$ cat src/rtl/ili9341_link_arbiter.sv
// Two-port arbiter sharing one ILI9341 serial link (cs/dc/din). Grants per burst and
// shifts each word MSB-first; all state moves on the falling edge so the panel samples on the rise.
module ili9341_link_arbiter #(
    parameter int unsigned CS_GAP     = 1,
    parameter int unsigned FIXED_PRIO = 0
) (
    input  logic        clk,
    input  logic        rst,
    input  logic        req0_valid,
    input  logic        req0_dc,
    input  logic [31:0] req0_data,
    input  logic [4:0]  req0_len,
    input  logic        req0_last,
    output logic        req0_ready,
    input  logic        req1_valid,
    input  logic        req1_dc,
    input  logic [31:0] req1_data,
    input  logic [4:0]  req1_len,
    input  logic        req1_last,
    output logic        req1_ready,
    output logic        grant,
    output logic        busy,
    output logic        cs,
    output logic        dc,
    output logic        din
);

    typedef enum logic [1:0] {StIdle, StLoad, StShift, StGap} state_e;

    localparam logic [3:0] GapLast = 4'(CS_GAP - 1);

    state_e      state_q, state_d;
    logic        grant_q, grant_d;
    logic        rr_q, rr_d;
    logic [4:0]  cnt_q, cnt_d;
    logic [3:0]  gap_q, gap_d;
    logic [31:0] data_q, data_d;
    logic        last_q, last_d;
    logic        cs_q, cs_d;
    logic        dc_q, dc_d;
    logic        din_q, din_d;

    logic        sel_valid, sel_dc, sel_last;
    logic [31:0] sel_data;
    logic [4:0]  sel_len;

    always_comb begin
        sel_valid = grant_q ? req1_valid : req0_valid;
        sel_dc    = grant_q ? req1_dc    : req0_dc;
        sel_data  = grant_q ? req1_data  : req0_data;
        sel_len   = grant_q ? req1_len   : req0_len;
        sel_last  = grant_q ? req1_last  : req0_last;
    end

    always_comb begin
        state_d = state_q;
        grant_d = grant_q;
        rr_d    = rr_q;
        cnt_d   = cnt_q;
        gap_d   = gap_q;
        data_d  = data_q;
        last_d  = last_q;
        cs_d    = cs_q;
        dc_d    = dc_q;
        din_d   = din_q;
        unique case (state_q)
            StIdle: begin
                cs_d = 1'b1;
                if (req0_valid || req1_valid) begin
                    state_d = StLoad;
                    if (req0_valid && req1_valid) begin
                        grant_d = (FIXED_PRIO != 0) ? 1'b0 : rr_q;
                    end else begin
                        grant_d = req1_valid;
                    end
                end
            end
            StLoad: begin
                if (sel_valid) begin
                    data_d  = sel_data;
                    last_d  = sel_last;
                    cnt_d   = sel_len;
                    cs_d    = 1'b0;
                    dc_d    = sel_dc;
                    din_d   = sel_data[sel_len];
                    state_d = StShift;
                end else begin
                    // Requester withdrew: treat as end of burst so the other port gets a turn.
                    state_d = StGap;
                    gap_d   = '0;
                    rr_d    = ~grant_q;
                end
            end
            StShift: begin
                if (cnt_q == 5'd0) begin
                    cs_d = 1'b1;
                    if (last_q) begin
                        state_d = StGap;
                        gap_d   = '0;
                        rr_d    = ~grant_q;
                    end else begin
                        state_d = StLoad;
                    end
                end else begin
                    cnt_d = cnt_q - 5'd1;
                    din_d = data_q[cnt_q - 5'd1];
                end
            end
            StGap: begin
                cs_d = 1'b1;
                if (gap_q == GapLast) begin
                    state_d = StIdle;
                end else begin
                    gap_d = gap_q + 4'd1;
                end
            end
            default: state_d = StIdle;
        endcase
    end

    always_ff @(negedge clk or posedge rst) begin
        if (rst) begin
            state_q <= StIdle;
            grant_q <= 1'b0;
            rr_q    <= 1'b0;
            cnt_q   <= '0;
            gap_q   <= '0;
            data_q  <= '0;
            last_q  <= 1'b0;
            cs_q    <= 1'b1;
            dc_q    <= 1'b0;
            din_q   <= 1'b0;
        end else begin
            state_q <= state_d;
            grant_q <= grant_d;
            rr_q    <= rr_d;
            cnt_q   <= cnt_d;
            gap_q   <= gap_d;
            data_q  <= data_d;
            last_q  <= last_d;
            cs_q    <= cs_d;
            dc_q    <= dc_d;
            din_q   <= din_d;
        end
    end

    assign req0_ready = (state_q == StLoad) && !grant_q;
    assign req1_ready = (state_q == StLoad) && grant_q;
    assign grant      = grant_q;
    assign busy       = (state_q != StIdle);
    assign cs         = cs_q;
    assign dc         = dc_q;
    assign din        = din_q;

endmodule

$ cat config.mk
export PLATFORM = sky130hd
export DESIGN_NAME = ili9341_link_arbiter
export DESIGN_NICKNAME = d
export VERILOG_FILES = /design/src/rtl/ili9341_link_arbiter.sv
export SDC_FILE = /design/constraint.sdc
export NUM_CORES = 1
export LEC_CHECK = 0
export CORE_UTILIZATION = 53
export CTS_CLUSTER_SIZE = 16
export DETAILED_ROUTE_END_ITERATION = 16
export HOLD_SLACK_MARGIN = 0.08
export PLACE_DENSITY = 0.95
export RECOVER_POWER = 50
export SLEW_MARGIN = 40
export SYNTH_ARGS = -nofsm -noshare
export SYNTH_HDL_FRONTEND = slang
export SYNTH_SLANG_ARGS = --single-unit
$ cat constraint.sdc
create_clock -name clk -period 4.1 [get_ports clk]
set_clock_uncertainty 0.2 [all_clocks]
set_input_delay 0.82 -clock clk [delete_from_list [all_inputs] [get_ports clk]]
set_output_delay 0.82 -clock clk [all_outputs]
set_load 0.02 [all_outputs]
==> results.md, run 1 <==
- The insertion delay of the later-clocked pin in the worst-skew pair is 310 ps.
- The violation count after the first detailed-routing iteration is 214.
- STA classifies the critical path startpoint as an input port.
- Traced cell by cell, the critical path runs through clkdlybuf4s50_1 > mux4_2 > nand2_1 > nand4_1 > nand4b_1 > o211ai_1.
- Fill cells in the final layout number 364.
- The initial antenna violation count is 0.
- The number of distinct library cells after synthesis is 45.
- The final layout net count is 538.
- The die is 81.9 um tall.
- The total power divided by cell area is 688 nW/um^2.
- The setup slack on the worst flop-to-flop path is 1050 ps.
- The post-cts hold buffer count is 0.
- Each instance of the synthesized netlist takes up on average 10.3 sq um.
- Cells with a size suffix above 1 make up 26.9% of the layout.
- The tool flagged a number of max-cap violations equal to 0.
- The instance count after placement with tap cells included is 507.
- The sum of routed wire length over all layers is 10100 um.
- The largest net degree at the start of global routing is 52.
- The number of nets handed over by synthesis was 416.
- The share of the Yosys chip area taken by registers is 36.3%.
- The final reports fail on setup timing.
- The diode insertion count for antenna repair is 0.
- Routability-driven placement finished with a final weighted congestion of 1.03.
- Using the TritonRoute via totals, the vias-per-cell ratio works out to 6.24.
- In this run the critical register-to-register path is launched from grant.
- The via count of the routed design is 3278.
- Data on the critical path is required at its endpoint by 1980 ps.
- The transition time at the pin with the least slew margin is 797 ps.
- The cell with the biggest individual delay on the critical path is mux4_2.
- The type of the most critical hold path is reg2reg.
- The count of boundary I/O pins is 89.
- The number of standard cells in the final layout excluding fillers is 525.
- The worst setup path category is in2reg.
- The buffer type at the clock tree root is clkbuf_8.
- VDD sags by at most 0.877 mV.
- The count of final setup violators is 6.
- The design area is 4810 sq um.
- The total overflow reported by the global router is 0.
- In this run the tool buffered the top-level ports with 88 buffer cells.
- The top fanout value on the critical path is 2.
- The minimum hold slack is 228 ps.
- During synthesis, Yosys emitted a total of 0 warnings.
- STA classifies the critical path endpoint as a flop.
- Synthesis produced a netlist whose cell count is 327.
- The normalized max-slew margin is 46.9%.
- In the post-route analysis, the smallest setup slack over all paths is -277 ps.
- The final hold violation count is 0.
- The number of clock sinks seen by CTS is 49.
- The flow ran to the end, but the final reports show violations.
- The total placed instance area is 4590 sq um.
- The residual DRC count is 0.
- The number of antenna-violating nets in the routed design is 0.
- The initialized floorplan defines 28 standard-cell rows.
- The via count of the first global-routing pass is 3331.
- The area growth from synthesis to layout is 42.1%.
- The core region is 6030 sq um.
- The source of the critical timing path is req0_data[6].
- The first detailed-routing pass took 5 iterations.
- The clock transition at the registers of the reported paths is 60 ps.
- The cell area that synthesis handed to floorplanning was 3380 sq um.
- The final max-slew violation count is 0.
- TritonCTS built the clock tree.
- In the final routed layout, each cell accounts on average for 19.2 um.
- The all-layer global routing usage is 32.5%.
- The largest single stage delay on the critical path is 480 ps.
- The die covers 6710 sq um.
- Setup repair after global routing could not meet its margin everywhere.
- The number of enable-type register cells in the synthesized netlist is 0.
- The startpoint of the worst hold path is data_q[0].
- For the worst setup path, the data arrival time is 2250 ps.
- The clock passes through at most 2 buffers.
- The synthesized flop and latch total is 49.
- The number of buffers inserted during clock tree synthesis is 5.
- Once detailed placement completed, the half-perimeter wirelength came to 7560 um.
- The initial utilization of the core area, before any placement, comes to 56.1%.
- In the synthesized netlist the async set-or-reset flop fraction comes to 100%.
- For this run, the leading register cell type out of synthesis is dfrtn_1.
- The level count of the clock H-tree is 2.
- The first global-routing pass estimated 15700 um of wire.
- Adding up every negative setup slack in the final design gives -1060 ps.
- From left edge to right edge, the die measures 81.9 um.
- The analysis attributes to cell leakage a power of 2.25 nW.
## synth_stat cells, types with 2 or more instances
library cell,instances,area share [%]
clkbuf_1,8,0.89
nor2_1,11,1.2
mux2i_1,41,12
dfrtn_1,48,36
nand2b_1,2,0.37
a22oi_1,3,0.67
a32oi_1,2,0.52
o21ai_0,45,6.7
buf_6,2,0.67
a31oi_1,5,0.92
nor3b_1,4,0.89
a21oi_1,10,1.5
ha_1,7,2.6
inv_1,12,1.3
or2_2,2,0.37
nor2b_1,6,1.1
xor2_1,2,0.52
mux4_2,14,9.3
mux4_1,10,7.8
and2_1,3,0.55
buf_1,2,0.22
nand2_1,53,5.9
buf_2,7,1.0
nand3_1,7,1.0
## path summary, 6_finish.rpt
check	endpoint	cells past startpoint
min	data_q[0]	2
min reg2reg	data_q[0]	2
max in group asynchronous	data_q[8]	3
max reg2reg	din	8
max	din	6
min in group asynchronous	grant	2
## stage by stage
step	power, mW	util, %	setup slack [ps]
6_report	3.31	79.8	-277
3_5_place_dp	2.77	76.1	-1190
3_3_place_gp	2.65	76.1	-993
2_1_floorplan	2.16	-	-312
4_1_cts	3.21	79.5	-241
5_1_grt	3.51	79.8	-316
## worst max-delay path: cells and delay by family
| family | cells | cell delay, ps |
|---|---|---|
| AOI/OAI and AO/OA | 1 | 130 |
| buffers and inverters | 1 | 450 |
| muxes | 1 | 480 |
| and+or+nand+nor | 3 | 370 |
## sequential cells by signal, summed over array words and instances, names as in the netlist, 2 cells and up
signal and cells:
cnt_q 5, state_q 2, gap_q 4, data_q 32
## routing by layer
layer	share of wire, %	vias up	global-route usage, %
met1	37	1563	35.6
li1	-	1448	-
met4	4.5	0	15.1
met3	8.0	52	6.89
met5	0	-	0
met2	51	215	59.3
## layout by cell type, fill, tap and decap left out, types with 3 or more instances in the layout
cell | netlist | layout
ha_1 | 7 | 5
a31oi_1 | 5 | 5
dlymetal6s2s_1 | 0 | 3
buf_6 | 2 | 14
a22oi_2 | 0 | 3
nor2_1 | 11 | 11
nand3_1 | 7 | 3
inv_1 | 12 | 9
o21ai_1 | 1 | 3
clkbuf_2 | 1 | 4
nor3b_1 | 4 | 4
mux4_1 | 10 | 7
o21ai_0 | 45 | 41
clkdlybuf4s50_1 | 0 | 24
a21oi_1 | 10 | 7
buf_4 | 1 | 38
dfrtn_1 | 48 | 48
a21oi_2 | 0 | 3
clkbuf_8 | 0 | 6
mux4_2 | 14 | 17
dlygate4sd2_1 | 0 | 43
nand3_2 | 0 | 4
nand2_1 | 53 | 51
mux2i_1 | 41 | 40
inv_2 | 0 | 3
clkdlybuf4s15_1 | 0 | 3
nor2b_1 | 6 | 4
## repair_timing
action / in CTS / in global routing
setup endpoints to repair: 52 / 33
pin swaps: 20 / 8
gates resized for setup: 142 / 17
buffers inserted: 7 / 2
cloned: 1 / 0
## final cells by class
cell class                      count  area [sq um]  share of cell area (%)
Clock inverter                      2          7.51                   0.156
Multi-Input combinational cell    245          2140                    44.4
Timing Repair Buffer              136          1210                    25.2
Inverter                           11          42.5                   0.885
Tap cell                           75          93.8                    1.95
Clock buffer                        7          86.3                    1.80
Sequential cell                    49          1230                    25.5
## power by group
part,total [mW],switching (mW),internal [mW]
registers,0.876,0.148,0.727
clock network,0.298,0.161,0.137
logic,2.13,1.10,1.03
## logic make-up after synthesis
kind of cell               after synthesis  synth area share, %
DFF                                     49                 36.3
and+or+nand+nor                         92                 12.5
xor gates and xnor gates                 3                0.777
muxes                                   68                 30.7
AOI/OAI and AO/OA                       75                 12.7
buffers and inverters                   33                 4.51
adders and majority gates                7                 2.59
No activity file was read; power rests on OpenSTA's default activity.
==> run 2, diff against run 1 <==
--- a/config.mk
+++ b/config.mk
@@ -5,7 +5,8 @@
 export SDC_FILE = /design/constraint.sdc
 export NUM_CORES = 1
 export LEC_CHECK = 0
-export CORE_UTILIZATION = 53
+export CORE_UTILIZATION = 55
+export CTS_BUF_LIST = sky130_fd_sc_hd__clkbuf_8
 export CTS_CLUSTER_SIZE = 16
 export DETAILED_ROUTE_END_ITERATION = 16
 export HOLD_SLACK_MARGIN = 0.08
==> run 2 against run 1 <==
Net effect:
- the run still ends with setup timing left
- clock power down 2%
- hold slack got worse by 5.2 ps
- setup slack gained 36 ps
- first-iteration DRC count up 50%
- register-to-register slack got worse by 80 ps
- global-route usage increased by 0.25 points
- combinational power about the same
- critical path depth stayed put
- sequential share of layout area rose by 0.19 points
- flip-flop and latch count unchanged
- final cell count is 1.3% lower
- die area decreased by 3.5%
- highest routed layer unchanged
==> results.md, run 2 (same netlist as run 1, synthesis figures left out) <==
- The flow ran to the end, but the final reports show violations.
- The final reports fail on setup timing.
- Clock latency on the worst-skew pair, taken at its later pin, is 310 ps.
- The clock passes through at most 2 buffers.
- The pre-CTS worst setup slack is -1040 ps.
- Summing internal, switching and leakage power gives 3.29 mW.
- The number of buffers inserted during clock tree synthesis is 5.
- The TritonCTS clock tree is built.
- The leakage power figure is 2.22 nW.
- The row count is 28.
- In the final routed layout, each cell accounts on average for 19.4 um.
- The violation count after the first detailed-routing iteration is 321.
- The HPWL after detailed placement is 7260 um.
- The area growth from synthesis to layout is 41.1%.
- The die width is 80.4 um.
- For this configuration, the core starts out at a cell density of 57.1%.
- The share of total power dissipated in sequential elements is 26.5%.
- The register with the most flip-flops in the layout has 32 of them.
- The top cell types in the final layout, fill and taps aside, are nand2_1, dfrtn_1, dlygate4sd2_1.
- The all-layer global routing usage is 32.7%.
- The normalized max-slew margin is 45.5%.
- The vertical die dimension is 80.4 um.
- The data required time at the worst endpoint is 1990 ps.
- The first global-routing pass estimated 15800 um of wire.
- The count of nets left with antenna violations once routing finished came out at 0.
- The clock network accounts for 8.9% of the total power.
- The register name with the most flops is data_q.
- In the routed layout, each cell is associated on average with a via count of 6.24.
- The level count of the clock H-tree is 2.
- The tightest min-delay check is of the reg2reg type.
- The post-cts hold buffer count is 0.
- The design internal power is 1.88 mW.
- The residual DRC count is 0.
- For the pin with the worst max-slew slack, the measured transition is 818 ps.
- In this run switching power makes up 43.0% of total power.
- During I/O placement, the number of pins put on the boundary was 89.
- By startpoint and endpoint, the worst setup path is classified as in2reg.
- The clock transition at the registers of the reported paths is 70 ps.
- Of all nets on the critical path, the largest fanout is 2.
- The number of standard cells in the final layout excluding fillers is 518.
- The port buffer count is 88.
- The total overflow left after global routing is 0.
- The first detailed-routing pass ran for 6 iterations.
- For this design the total switching power over the nets is 1.41 mW.
- The routability congestion estimate from global placement is 0.891.
- Dividing total power by cell area gives a power density of 689 nW/um^2.
- The largest net degree at the start of global routing is 52.
- The count of max-cap constraint violations is 0.
- For the worst setup path, the data arrival time is 2230 ps.
- With fillers left out, the area of the finished cells amounts to 4770 sq um.
- The final hold violation count was 0.
- The sum of routed wire length over all layers is 10000 um.
- The detailed router placed 3230 vias in this run.
- The area of the die is 6470 sq um.
- The worst setup path is launched from an input port.
- Once routing completed, OpenROAD measured the worst setup slack at -240 ps.
- The largest registers in the layout are data_q: 32 flops, cnt_q: 5 flops, gap_q: 4 flops.
- The buffer type at the clock tree root is clkbuf_8.
- For the final routed database, the setup TNS stands at -811 ps.
- Setup repair after global routing could not meet its margin everywhere.
- The proportion of layout cells with a drive suffix above 1 is 25.7%.
- Once placement finished, the instance area stood at 4570 sq um.
- The combinational cell fraction of total power is 64.7%.
- The final layout net count is 531.
- The instance count after placement with tap cells included is 503.
- Clock tree synthesis found a total of 49 sinks.
- VDD sags by at most 0.623 mV.
- The via count of the first global-routing pass came to 3312.
- The floorplan step defined a core boundary enclosing 5920 sq um.
- The repair_antennas step left the layout with diodes totalling 0.
- The final max-slew violation count was 0.
- The nature of the critical path endpoint is a flop.
- The library cell used most frequently in the layout, excluding fill and tap cells, is nand2_1.
- Setup violations remaining at the end of the flow were counted as 4.
- The initial antenna violation count is 0.
-- run 2: final timing paths --
kind                                    start    endpoint  slack (ps)  cells past startpoint
worst max register to register          grant         din         970                      9
worst min-delay path               data_q[19]  data_q[19]         220                      2
worst max-delay path            req0_data[26]         din        -240                      6
max in group asynchronous                 rst    cnt_q[2]         410                      3
worst min register to register     data_q[19]  data_q[19]         220                      2
min in group asynchronous                 rst       grant        2740                      2
-- run 2: layer usage --
metal  share of wire, %  track usage [%]  vias up
li1                   -                -     1436
met1                 37             39.8     1586
met2                 53             58.1      183
met3                7.2             6.36       25
met4                2.3             10.0        0
met5                  0                0        -
-- run 2: power by group through the flow --
| stage | sequential (mW) | combinational [mW] | clock [mW] |
|---|---|---|---|
| finish | 0.871 | 2.13 | 0.292 |
| global placement | 0.850 | 1.80 | 0.00305 |
| detailed placement | 0.868 | 1.88 | 0.00305 |
| floorplan | 0.848 | 1.31 | 0.00305 |
| global route | 0.895 | 2.28 | 0.308 |
| CTS | 0.863 | 1.99 | 0.290 |
-- run 2: what timing repair did --
item	CTS	global route
gates resized for setup	126	25
pin swaps	15	10
endpoints found under the setup margin	53	45
buffers inserted	7	1
-- run 2: layout make-up --
class / count / area [sq um]
multi-input combinational: 245 / 2140
fill: 358 / 1150
timing repair buffer: 129 / 1190
clock inverter: 4 / 17.5
sequential: 49 / 1230
tap: 75 / 93.8
inverter: 11 / 42.5
clock buffer: 5 / 68.8
-- run 2: critical path, stage by stage --
cell and delay (ps):
clkdlybuf4s50_1 450, mux4_2 470, nand2_1 100, nand3_2 80, a31oi_1 170, o211ai_1 120
-- run 2: per-stage QoR --
stage / utilization, % / hold slack (ps)
after floorplan: - / 202
after global placement: 77.2 / 214
after detailed placement: 77.2 / 226
after CTS: 79.6 / 226
after global routing: 80.6 / 248
final: 80.6 / 222
